File: src/rtl/bsg_manycore_endpoint_req_arbiter.sv
// Round-robin arbiter feeding one endpoint request FIFO through a one-entry output register.
// Optional credit gating: define BSG_MANYCORE_ENDPOINT_REQ_ARBITER_CREDIT_GATE_EN.
`default_nettype none

module bsg_manycore_endpoint_req_arbiter #(
    parameter int num_req_p         = 4,
    parameter int fifo_width_p      = 128,
    parameter int max_out_credits_p = 32,
    parameter int credit_counter_width_lp = $clog2(max_out_credits_p + 1),
    parameter int lg_num_req_lp     = $clog2(num_req_p)
) (
    input  logic                               clk_i,
    input  logic                               reset_i,
    input  logic [num_req_p-1:0]               req_v_i,
    input  logic [num_req_p*fifo_width_p-1:0]  req_data_i,
    output logic [num_req_p-1:0]               req_ready_o,
    output logic                               endpoint_req_v_o,
    output logic [fifo_width_p-1:0]            endpoint_req_data_o,
    input  logic                               endpoint_req_ready_i,
    input  logic [credit_counter_width_lp-1:0] out_credits_i,
    output logic [lg_num_req_lp-1:0]           grant_id_o
);

    logic                     out_v_r;
    logic [fifo_width_p-1:0]  out_data_r;
    logic [lg_num_req_lp-1:0] out_id_r;
    logic [lg_num_req_lp-1:0] last_grant_r;

    logic                     credit_ok;
    logic                     load_ok;
    logic                     any_v;
    logic [lg_num_req_lp-1:0] grant_idx;
    logic [fifo_width_p-1:0]  grant_data;
    logic                     handshake;

`ifdef BSG_MANYCORE_ENDPOINT_REQ_ARBITER_CREDIT_GATE_EN
    // One credit stays reserved for the packet already sitting in the output register.
    assign credit_ok = (out_credits_i > credit_counter_width_lp'(out_v_r));
`else
    logic unused_credits;
    assign unused_credits = ^out_credits_i;
    assign credit_ok      = 1'b1;
`endif

    assign load_ok = (~out_v_r | endpoint_req_ready_i) & credit_ok;

    always_comb begin
        int idx;
        any_v     = 1'b0;
        grant_idx = '0;
        idx       = 0;
        for (int i = 0; i < num_req_p; i++) begin
            idx = int'(last_grant_r) + 1 + i;
            if (idx >= num_req_p) begin
                idx = idx - num_req_p;
            end
            if (!any_v && req_v_i[idx]) begin
                any_v     = 1'b1;
                grant_idx = lg_num_req_lp'(idx);
            end
        end
    end

    always_comb begin
        grant_data = '0;
        for (int k = 0; k < num_req_p; k++) begin
            if (grant_idx == lg_num_req_lp'(k)) begin
                grant_data = req_data_i[k*fifo_width_p +: fifo_width_p];
            end
        end
    end

    always_comb begin
        req_ready_o = '0;
        if (!reset_i && load_ok && any_v) begin
            req_ready_o[grant_idx] = 1'b1;
        end
    end

    assign handshake = |(req_v_i & req_ready_o);

    always_ff @(posedge clk_i) begin
        if (reset_i) begin
            out_v_r      <= 1'b0;
            out_data_r   <= '0;
            out_id_r     <= '0;
            last_grant_r <= lg_num_req_lp'(num_req_p - 1);
        end else if (handshake) begin
            out_v_r      <= 1'b1;
            out_data_r   <= grant_data;
            out_id_r     <= grant_idx;
            last_grant_r <= grant_idx;
        end else if (out_v_r && endpoint_req_ready_i) begin
            out_v_r      <= 1'b0;
        end
    end

    assign endpoint_req_v_o    = out_v_r;
    assign endpoint_req_data_o = out_data_r;
    assign grant_id_o          = out_id_r;

endmodule

`default_nettype wire

File: config.mk
export PLATFORM = sky130hd
export DESIGN_NAME = bsg_manycore_endpoint_req_arbiter
export DESIGN_NICKNAME = d
export VERILOG_FILES = /design/src/rtl/bsg_manycore_endpoint_req_arbiter.sv
export SDC_FILE = /design/constraint.sdc
export NUM_CORES = 1
export LEC_CHECK = 0
export CAP_MARGIN = 15
export CORE_AREA = 10 10 251 253
export CTS_CLUSTER_DIAMETER = 60
export DETAILED_ROUTE_END_ITERATION = 10
export DIE_AREA = 0 0 261 263
export MAX_ROUTING_LAYER = met4
export SLEW_MARGIN = 20
export SYNTH_ARGS = -nofsm -noshare
export SYNTH_HDL_FRONTEND = slang
export SYNTH_SLANG_ARGS = --single-unit
File: constraint.sdc
create_clock -name clk_i -period 4 [get_ports clk_i]
set_input_delay 0.8 -clock clk_i [delete_from_list [all_inputs] [get_ports clk_i]]
set_output_delay 0.8 -clock clk_i [all_outputs]
set_load 0.05 [all_outputs]
==> run_summary.xml, run 1 <==
<?xml version="1.0" encoding="UTF-8"?>
<metrics>
  <group name="yosys">
    <metric name="synth.cell_area" unit="sq um">9738</metric>
    <metric name="ys_async_sr_fraction" unit="%">0</metric>
    <metric name="postSynthCellCount" unit="">933</metric>
    <metric name="synth.lib_cells_used.distinct" unit="">36</metric>
    <metric name="synth.yosys.seq_area_share" unit="%">27.34</metric>
    <metric name="yosys-top-cells-count" unit="">sky130_fd_sc_hd__a211oi_2, sky130_fd_sc_hd__dfxtp_1, sky130_fd_sc_hd__mux2i_1</metric>
    <metric name="ys.flop_type" unit="">sky130_fd_sc_hd__dfxtp_1</metric>
    <metric name="synth_edf_count" unit="">0</metric>
    <metric name="synth_top_cell_by_area" unit="">sky130_fd_sc_hd__dfxtp_1</metric>
    <metric name="mappedNetlistNets" unit="">1458</metric>
    <metric name="synthMostInstantiatedCell" unit="">sky130_fd_sc_hd__a211oi_2</metric>
    <metric name="synth.yosys.warnings" unit="">0</metric>
    <metric name="synth.avg_cell_area" unit="sq um">10.44</metric>
    <metric name="synth_area_leaders" unit="">sky130_fd_sc_hd__dfxtp_1, sky130_fd_sc_hd__a211oi_2, sky130_fd_sc_hd__mux2i_1, sky130_fd_sc_hd__nor4b_1, sky130_fd_sc_hd__o21bai_1</metric>
    <metric name="seq_cells_post_synth" unit="">133</metric>
    <metric name="synth_top_cell_area_share" unit="%">27.34</metric>
  </group>
  <group name="die">
    <metric name="die-width" unit="um">261</metric>
    <metric name="start_util" unit="%">16.72</metric>
    <metric name="floorplan.rows" unit="">89</metric>
    <metric name="design.core.area" unit="sq um">58240</metric>
    <metric name="ioPinCount" unit="">660</metric>
    <metric name="die-area" unit="sq um">68640</metric>
    <metric name="die_height" unit="um">263</metric>
  </group>
  <group name="timing">
    <metric name="maxClockFrequency" unit="MHz">291.0</metric>
    <metric name="layout_setup_ws" unit="ps">563.5</metric>
    <metric name="fin_worst_skew" unit="ps">10.75</metric>
    <metric name="final.period_utilization" unit="%">85.91</metric>
    <metric name="worst_pin_slew" unit="ps">788.5</metric>
    <metric name="setup_tns" unit="ps">0</metric>
    <metric name="rsz0062_at_grt" unit="">no</metric>
    <metric name="final-max-slew-violation-count" unit="">0</metric>
    <metric name="report.final.hold_viol_count" unit="">0</metric>
    <metric name="slew-limit-headroom" unit="%">47.44</metric>
    <metric name="finalSetupViolCount" unit="">0</metric>
    <metric name="post-route-min-period" unit="ps">3437</metric>
  </group>
  <group name="global_route">
    <metric name="track_usage" unit="%">14.56</metric>
    <metric name="grt_pass1_vias" unit="">11220</metric>
    <metric name="grt_first_pass_wirelength" unit="um">74010</metric>
    <metric name="largest_net_degree_at_the_start_of_global_routing" unit="">129</metric>
    <metric name="initial_antenna_violation_count" unit="">0</metric>
    <metric name="grt_overflow_total" unit="">0</metric>
  </group>
  <group name="critical_path">
    <metric name="critical_path_class" unit="">in2out</metric>
    <metric name="worst_setup_path_start_kind" unit="">input pin</metric>
    <metric name="worstPathCellList" unit="">clkdlybuf4s50_1 &gt; nor4_2 &gt; or3_1 &gt; nor2_4 &gt; and2_1 &gt; buf_12</metric>
    <metric name="timing.critical_path.fanout_max" unit="">4</metric>
    <metric name="critical-path-slowest-cell" unit="">sky130_fd_sc_hd__clkdlybuf4s50_1</metric>
    <metric name="ff2ff_setup_slack" unit="ps">1600</metric>
    <metric name="worstReg2RegStart" unit="">last_grant_r[0]</metric>
    <metric name="crit_path_max_incr_delay" unit="ps">540</metric>
    <metric name="worst_ep_required_time" unit="ps">3200</metric>
    <metric name="worst_ep_arrival_time" unit="ps">2640</metric>
    <metric name="critical_path.reg2reg.endpoint" unit="">endpoint_req_data_o[7]</metric>
    <metric name="worstRegToRegCells" unit="">7</metric>
    <metric name="timing.critical_path.to_type" unit="">primary output</metric>
  </group>
  <group name="power_and_ir_drop">
    <metric name="fin_total_pwr" unit="mW">5.529</metric>
    <metric name="power_switching" unit="mW">2.105</metric>
    <metric name="pwr-share-seq" unit="%">27.9</metric>
    <metric name="power.static_leakage" unit="nW">5.838</metric>
    <metric name="combPwrFrac" unit="%">43.5</metric>
    <metric name="power.density_cell_area" unit="nW/um^2">318.8</metric>
    <metric name="share_clk_of_total_power" unit="%">28.6</metric>
    <metric name="internal-power" unit="mW">3.423</metric>
    <metric name="irDropWorstVdd" unit="mV">0.3194</metric>
    <metric name="switch_share" unit="%">38.08</metric>
  </group>
  <group name="hold_path">
    <metric name="hold-path-cell-count" unit="">2</metric>
    <metric name="min_path_type" unit="">reg2reg</metric>
    <metric name="hold_start" unit="">grant_id_o[1]</metric>
    <metric name="min_delay_worst_endpoint" unit="">grant_id_o[1]</metric>
  </group>
  <group name="clocking">
    <metric name="cts_tree" unit="">built</metric>
    <metric name="postCtsResizedCells" unit="">0</metric>
    <metric name="clk_latency" unit="ps">470</metric>
    <metric name="cts_sinks" unit="">133</metric>
    <metric name="clock_tree.buffer_depth" unit="">2</metric>
    <metric name="cts_buffers" unit="">17</metric>
    <metric name="cts_htree_levels" unit="">4</metric>
    <metric name="worst_setup_hold_path_clk_slew" unit="ps">60</metric>
    <metric name="clk_root_buffer_cell" unit="">sky130_fd_sc_hd__clkbuf_16</metric>
    <metric name="cts_setup_buffers" unit="">0</metric>
    <metric name="cts.hold.buffers_added" unit="">0</metric>
  </group>
  <group name="cells_and_area">
    <metric name="n_fill_cell" unit="">6023</metric>
    <metric name="antenna_cells_inserted" unit="">0</metric>
    <metric name="ff_latch_area" unit="sq um">2663</metric>
    <metric name="num-nets-final" unit="">2025</metric>
    <metric name="multi_input_comb_area" unit="sq um">6332</metric>
    <metric name="area_growth_syn_to_layout" unit="%">78.09</metric>
    <metric name="fin_cells" unit="">2286</metric>
    <metric name="layout-drive-gt1-share" unit="%">14.54</metric>
  </group>
  <group name="route">
    <metric name="drt_first_pass_iters" unit="">4</metric>
    <metric name="drt-vias-per-instance" unit="">4.572</metric>
    <metric name="wl_per_cell" unit="um">22.54</metric>
    <metric name="vias" unit="">10450</metric>
    <metric name="route.detailed.drc" unit="">0</metric>
    <metric name="initialDrtViolationCount" unit="">442</metric>
    <metric name="routed_wl" unit="um">51520</metric>
    <metric name="number_of_nets_still_failing_antenna_checks_after_routing" unit="">0</metric>
  </group>
  <group name="place">
    <metric name="dp_hpwl" unit="um">37670</metric>
    <metric name="pre_cts_ws" unit="ps">453.7</metric>
    <metric name="placed_cells" unit="">2254</metric>
    <metric name="port-buffer-count" unit="">653</metric>
    <metric name="gp_congestion" unit="">0.8554</metric>
  </group>
  <group name="job">
    <metric name="maxCapViolations" unit="">0</metric>
  </group>
  <group name="run_status">
    <metric name="status" unit="">finished, final reports clean</metric>
  </group>
</metrics>
how the worst max path moves through the flow:
stage                     startpoint                      end  slack, ps
final                     req_v_i[2]           req_ready_o[1]        560
after global routing      req_v_i[2]           req_ready_o[1]        440
after CTS                 req_v_i[2]           req_ready_o[1]        470
after detailed placement  req_v_i[2]  endpoint_req_data_o[70]        450
after global placement    req_v_i[2]  endpoint_req_data_o[70]        510
after floorplan           req_v_i[3]           req_ready_o[0]        210
layout by cell type (no fill, tap or decap), types with 3 or more instances in the layout:
master / n
sky130_fd_sc_hd__clkbuf_16: 17
sky130_fd_sc_hd__a211oi_1: 101
sky130_fd_sc_hd__nor4b_1: 126
sky130_fd_sc_hd__clkinv_4: 3
sky130_fd_sc_hd__buf_4: 15
sky130_fd_sc_hd__nor2_1: 7
sky130_fd_sc_hd__buf_12: 11
sky130_fd_sc_hd__mux2i_1: 130
sky130_fd_sc_hd__clkdlybuf4s50_1: 648
sky130_fd_sc_hd__nand2b_1: 3
sky130_fd_sc_hd__dfxtp_1: 133
sky130_fd_sc_hd__o21bai_1: 127
sky130_fd_sc_hd__clkinv_2: 5
sky130_fd_sc_hd__nor2b_1: 3
sky130_fd_sc_hd__a211oi_2: 151
layer usage:
metal	part of all wire [%]	GRT usage (%)
met1	39	15.72
met3	8.0	4.420
met4	2.5	5.140
met2	51	24.88
met5	0	-
critical path: cells and delay by family:
| family | cells | cell delay [ps] |
|---|---|---|
| buffers and inverters | 2 | 700 |
| AND/OR/NAND/NOR | 4 | 1110 |
cell type report:
type                            instances  area share [%]
Clock buffer                           20           2.633
Clock inverter                         12          0.6060
Multi-Input combinational cell        674           36.51
Sequential cell                       133           15.35
Tap cell                              773           5.577
Timing Repair Buffer                  674           39.32
metrics by stage:
stage / hold WS, ps / utilization, % / area, sq um
global placement: 457.7 / 28.81 / 16780
detailed placement: 451.1 / 28.81 / 16780
finish: 459.2 / 29.78 / 17340
CTS: 461.5 / 29.78 / 17340
floorplan: 509.4 / - / 9738
global route: 488.3 / 29.78 / 17340
power by group through the flow:
stage	Combinational, mW	Sequential (mW)	Clock [mW]
after floorplan	0.944	2.03	0
after global placement	2.41	1.56	0
after detailed placement	2.42	1.57	0
after CTS	2.43	1.54	1.66
after global routing	2.53	1.56	1.69
final	2.41	1.54	1.58
sequential cells by signal (all words and copies together) (netlist names):
| register | count |
|---|---|
| endpoint_req_data_o | 128 |
| endpoint_req_v_o | 1 |
| grant_id_o | 2 |
| last_grant_r | 2 |
kinds of logic (layout without fill, tap and decap cells):
group | after synthesis | count (layout) | synth area share (%)
flops | 133 | 133 | 27.34
mux | 132 | 132 | 13.63
buf+inv | 126 | 706 | 8.043
compound gates | 387 | 387 | 37.63
simple gates | 155 | 155 | 13.35
No activity file was read; power rests on OpenSTA's default activity.
==> run 2, diff against run 1 <==
CORE_AREA = 10 10 250 252   (was 10 10 251 253)
DIE_AREA = 0 0 260 262   (was 0 0 261 263)
clock period = 3.75 ns   (was 4 ns; I/O delays follow)
==> run 2 against run 1 <==
Net effect: total power up 8.9%; sequential power up 6%; largest cell class unchanged; worst setup slack worse by 120 ps; critical path depth unchanged; final area up 0.66%; clock-buffer cell count up 3; cell count up 0.31%; hold slack better by 5.0 ps.
==> run_summary.xml, run 2 (same netlist as run 1, synthesis figures left out) <==
<?xml version="1.0" encoding="UTF-8"?>
<metrics>
  <group name="global_route">
    <metric name="grt_overflow_total" unit="">0</metric>
    <metric name="grt_first_pass_wirelength" unit="um">76180</metric>
    <metric name="met1_demand_to_capacity_share_in_global_routing" unit="%">16.67</metric>
    <metric name="grt_most_used_layer" unit="">met2</metric>
    <metric name="grt_pass1_vias" unit="">11420</metric>
    <metric name="largest_net_degree_at_the_start_of_global_routing" unit="">129</metric>
    <metric name="groute.layer.met3.usage" unit="%">6.034</metric>
    <metric name="track_usage" unit="%">15.38</metric>
    <metric name="gr-usage-met2" unit="%">24.45</metric>
    <metric name="initial_antenna_violation_count" unit="">12</metric>
  </group>
  <group name="power_and_ir_drop">
    <metric name="power.density_cell_area" unit="nW/um^2">344.9</metric>
    <metric name="irDropWorstVdd" unit="mV">0.3432</metric>
    <metric name="fin_total_pwr" unit="mW">6.020</metric>
    <metric name="power.static_leakage" unit="nW">5.892</metric>
  </group>
  <group name="critical_path">
    <metric name="critical_path.reg2reg.endpoint" unit="">endpoint_req_data_o[126]</metric>
    <metric name="timing.critical_path.to_type" unit="">primary output</metric>
    <metric name="worstReg2RegStart" unit="">last_grant_r[0]</metric>
    <metric name="worstPathCellList" unit="">clkdlybuf4s50_1 &gt; nand2b_1 &gt; a21boi_4 &gt; or3_4 &gt; nor3_1 &gt; buf_4</metric>
    <metric name="timing.critical_path.fanout_max" unit="">10</metric>
    <metric name="worst_ep_arrival_time" unit="ps">2560</metric>
    <metric name="ff2ff_setup_slack" unit="ps">1370</metric>
    <metric name="worst_setup_path_start_kind" unit="">input pin</metric>
    <metric name="critical_path_class" unit="">in2out</metric>
    <metric name="worstRegToRegCells" unit="">7</metric>
    <metric name="crit_path_max_incr_delay" unit="ps">590</metric>
    <metric name="critical-path-slowest-cell" unit="">sky130_fd_sc_hd__clkdlybuf4s50_1</metric>
    <metric name="worst_ep_required_time" unit="ps">3000</metric>
    <metric name="cp_buf_inv_count" unit="">2</metric>
    <metric name="crit_family" unit="">simple AND/OR/NAND/NOR gates</metric>
  </group>
  <group name="hold_path">
    <metric name="hold_start" unit="">grant_id_o[1]</metric>
    <metric name="min_delay_worst_endpoint" unit="">grant_id_o[1]</metric>
    <metric name="min_path_type" unit="">reg2reg</metric>
    <metric name="hold-path-cell-count" unit="">2</metric>
  </group>
  <group name="cells_and_area">
    <metric name="num-nets-final" unit="">2033</metric>
    <metric name="final_core_utilization" unit="%">30.43</metric>
    <metric name="fin_cells" unit="">2293</metric>
    <metric name="mostFrequentLayoutCell" unit="">sky130_fd_sc_hd__clkdlybuf4s50_1</metric>
    <metric name="n_fill_cell" unit="">5950</metric>
    <metric name="multi_input_comb_area" unit="sq um">6332</metric>
    <metric name="most-common-layout-cells" unit="">sky130_fd_sc_hd__clkdlybuf4s50_1, sky130_fd_sc_hd__a211oi_2, sky130_fd_sc_hd__dfxtp_1, sky130_fd_sc_hd__mux2i_1, sky130_fd_sc_hd__o21bai_1</metric>
    <metric name="final_cell_area" unit="sq um">17460</metric>
    <metric name="area_growth_syn_to_layout" unit="%">79.26</metric>
    <metric name="ff_latch_area" unit="sq um">2663</metric>
    <metric name="largest_reg_flops" unit="">128</metric>
    <metric name="layout-drive-gt1-share" unit="%">14.74</metric>
  </group>
  <group name="clocking">
    <metric name="clk_root_buffer_cell" unit="">sky130_fd_sc_hd__clkbuf_16</metric>
    <metric name="clk_latency" unit="ps">460</metric>
    <metric name="cts_tree" unit="">built</metric>
    <metric name="postCtsResizedCells" unit="">0</metric>
    <metric name="cts_buffers" unit="">17</metric>
    <metric name="cts_htree_levels" unit="">4</metric>
    <metric name="clock_tree.buffer_depth" unit="">2</metric>
    <metric name="cts_setup_buffers" unit="">0</metric>
    <metric name="worst_setup_hold_path_clk_slew" unit="ps">60</metric>
    <metric name="cts.hold.buffers_added" unit="">0</metric>
    <metric name="cts_sinks" unit="">133</metric>
  </group>
  <group name="timing">
    <metric name="report.final.hold_viol_count" unit="">0</metric>
    <metric name="fin_worst_skew" unit="ps">9.115</metric>
    <metric name="post-route-min-period" unit="ps">3307</metric>
    <metric name="slew-limit-headroom" unit="%">38.86</metric>
    <metric name="rsz0062_at_grt" unit="">no</metric>
    <metric name="worst_pin_slew" unit="ps">914.3</metric>
    <metric name="maxClockFrequency" unit="MHz">302.4</metric>
    <metric name="setup_tns" unit="ps">0</metric>
    <metric name="finalSetupViolCount" unit="">0</metric>
    <metric name="layout_setup_ws" unit="ps">443.2</metric>
    <metric name="final-max-slew-violation-count" unit="">0</metric>
    <metric name="hold-worst-slack" unit="ps">464.3</metric>
    <metric name="final.period_utilization" unit="%">88.18</metric>
  </group>
  <group name="route">
    <metric name="route.detailed.drc" unit="">0</metric>
    <metric name="routed_wl" unit="um">53820</metric>
    <metric name="drt-vias-per-instance" unit="">4.591</metric>
    <metric name="initialDrtViolationCount" unit="">530</metric>
    <metric name="number_of_nets_still_failing_antenna_checks_after_routing" unit="">0</metric>
    <metric name="drt_first_pass_iters" unit="">4</metric>
    <metric name="vias" unit="">10530</metric>
    <metric name="wl_per_cell" unit="um">23.47</metric>
  </group>
  <group name="die">
    <metric name="die-width" unit="um">260</metric>
    <metric name="floorplan.rows" unit="">88</metric>
    <metric name="die-area" unit="sq um">68120</metric>
    <metric name="die_height" unit="um">262</metric>
    <metric name="start_util" unit="%">16.98</metric>
    <metric name="design.core.area" unit="sq um">57370</metric>
    <metric name="ioPinCount" unit="">660</metric>
  </group>
  <group name="place">
    <metric name="dpl_cell_area" unit="sq um">16840</metric>
    <metric name="dp_hpwl" unit="um">40320</metric>
    <metric name="pre_cts_ws" unit="ps">280.6</metric>
    <metric name="placed_cells" unit="">2254</metric>
    <metric name="port-buffer-count" unit="">653</metric>
    <metric name="gp_congestion" unit="">0.8171</metric>
  </group>
  <group name="run_status">
    <metric name="status" unit="">finished, final reports clean</metric>
  </group>
  <group name="job">
    <metric name="maxCapViolations" unit="">0</metric>
  </group>
</metrics>
run 2: cell types whose count changed in the layout (fill, tap and decap cells not counted), sizes merged:
cell      before  now
buf           26   34
diode          0    8
clkinv         8    4
clkbuf        20   23
bufinv         1    3
clkinvlp       2    1
inv            1    0
run 2: worst min-delay path, delay by kind of cell, from the launching register on:
kind / cells / cell delay, ps
AOI/OAI and AO/OA: 1 / 50
DFF: 1 / 310
and+or+nand+nor: 1 / 50
run 2: how the worst max path moves through the flow:
stage	startpoint	end	slack [ps]	depth (start not counted)
2_1_floorplan	req_v_i[3]	req_ready_o[0]	60	8
3_3_place_gp	req_v_i[3]	endpoint_req_data_o[123]	310	8
4_1_cts	req_v_i[0]	req_ready_o[0]	420	6
3_5_place_dp	req_v_i[3]	endpoint_req_data_o[7]	280	8
6_report	req_v_i[0]	req_ready_o[0]	440	6
5_1_grt	req_v_i[0]	req_ready_o[0]	360	6
run 2: routing by layer:
metal  vias to the layer above  wire [um]
met5                         -          0
met4                         0       1734
met3                        64       5023
met2                       506      25560
met1                      5044      21500
li1                       4913          -
run 2: power breakdown:
part | internal (mW) | switching, mW | leakage, nW
Sequential | 1.56 | 0.0810 | 1.10
Clock | 1.08 | 0.715 | 0.287
Combinational | 1.16 | 1.42 | 4.50
run 2: layout make-up:
cell class              instances  area share, %
well taps                     765          5.483
flip-flops and latches        133          15.25
clock inverters                 8         0.7167
diodes                          8         0.1147
clock buffers                  23          2.681
repair buffers                682          39.48
multi-input cells             674          36.27
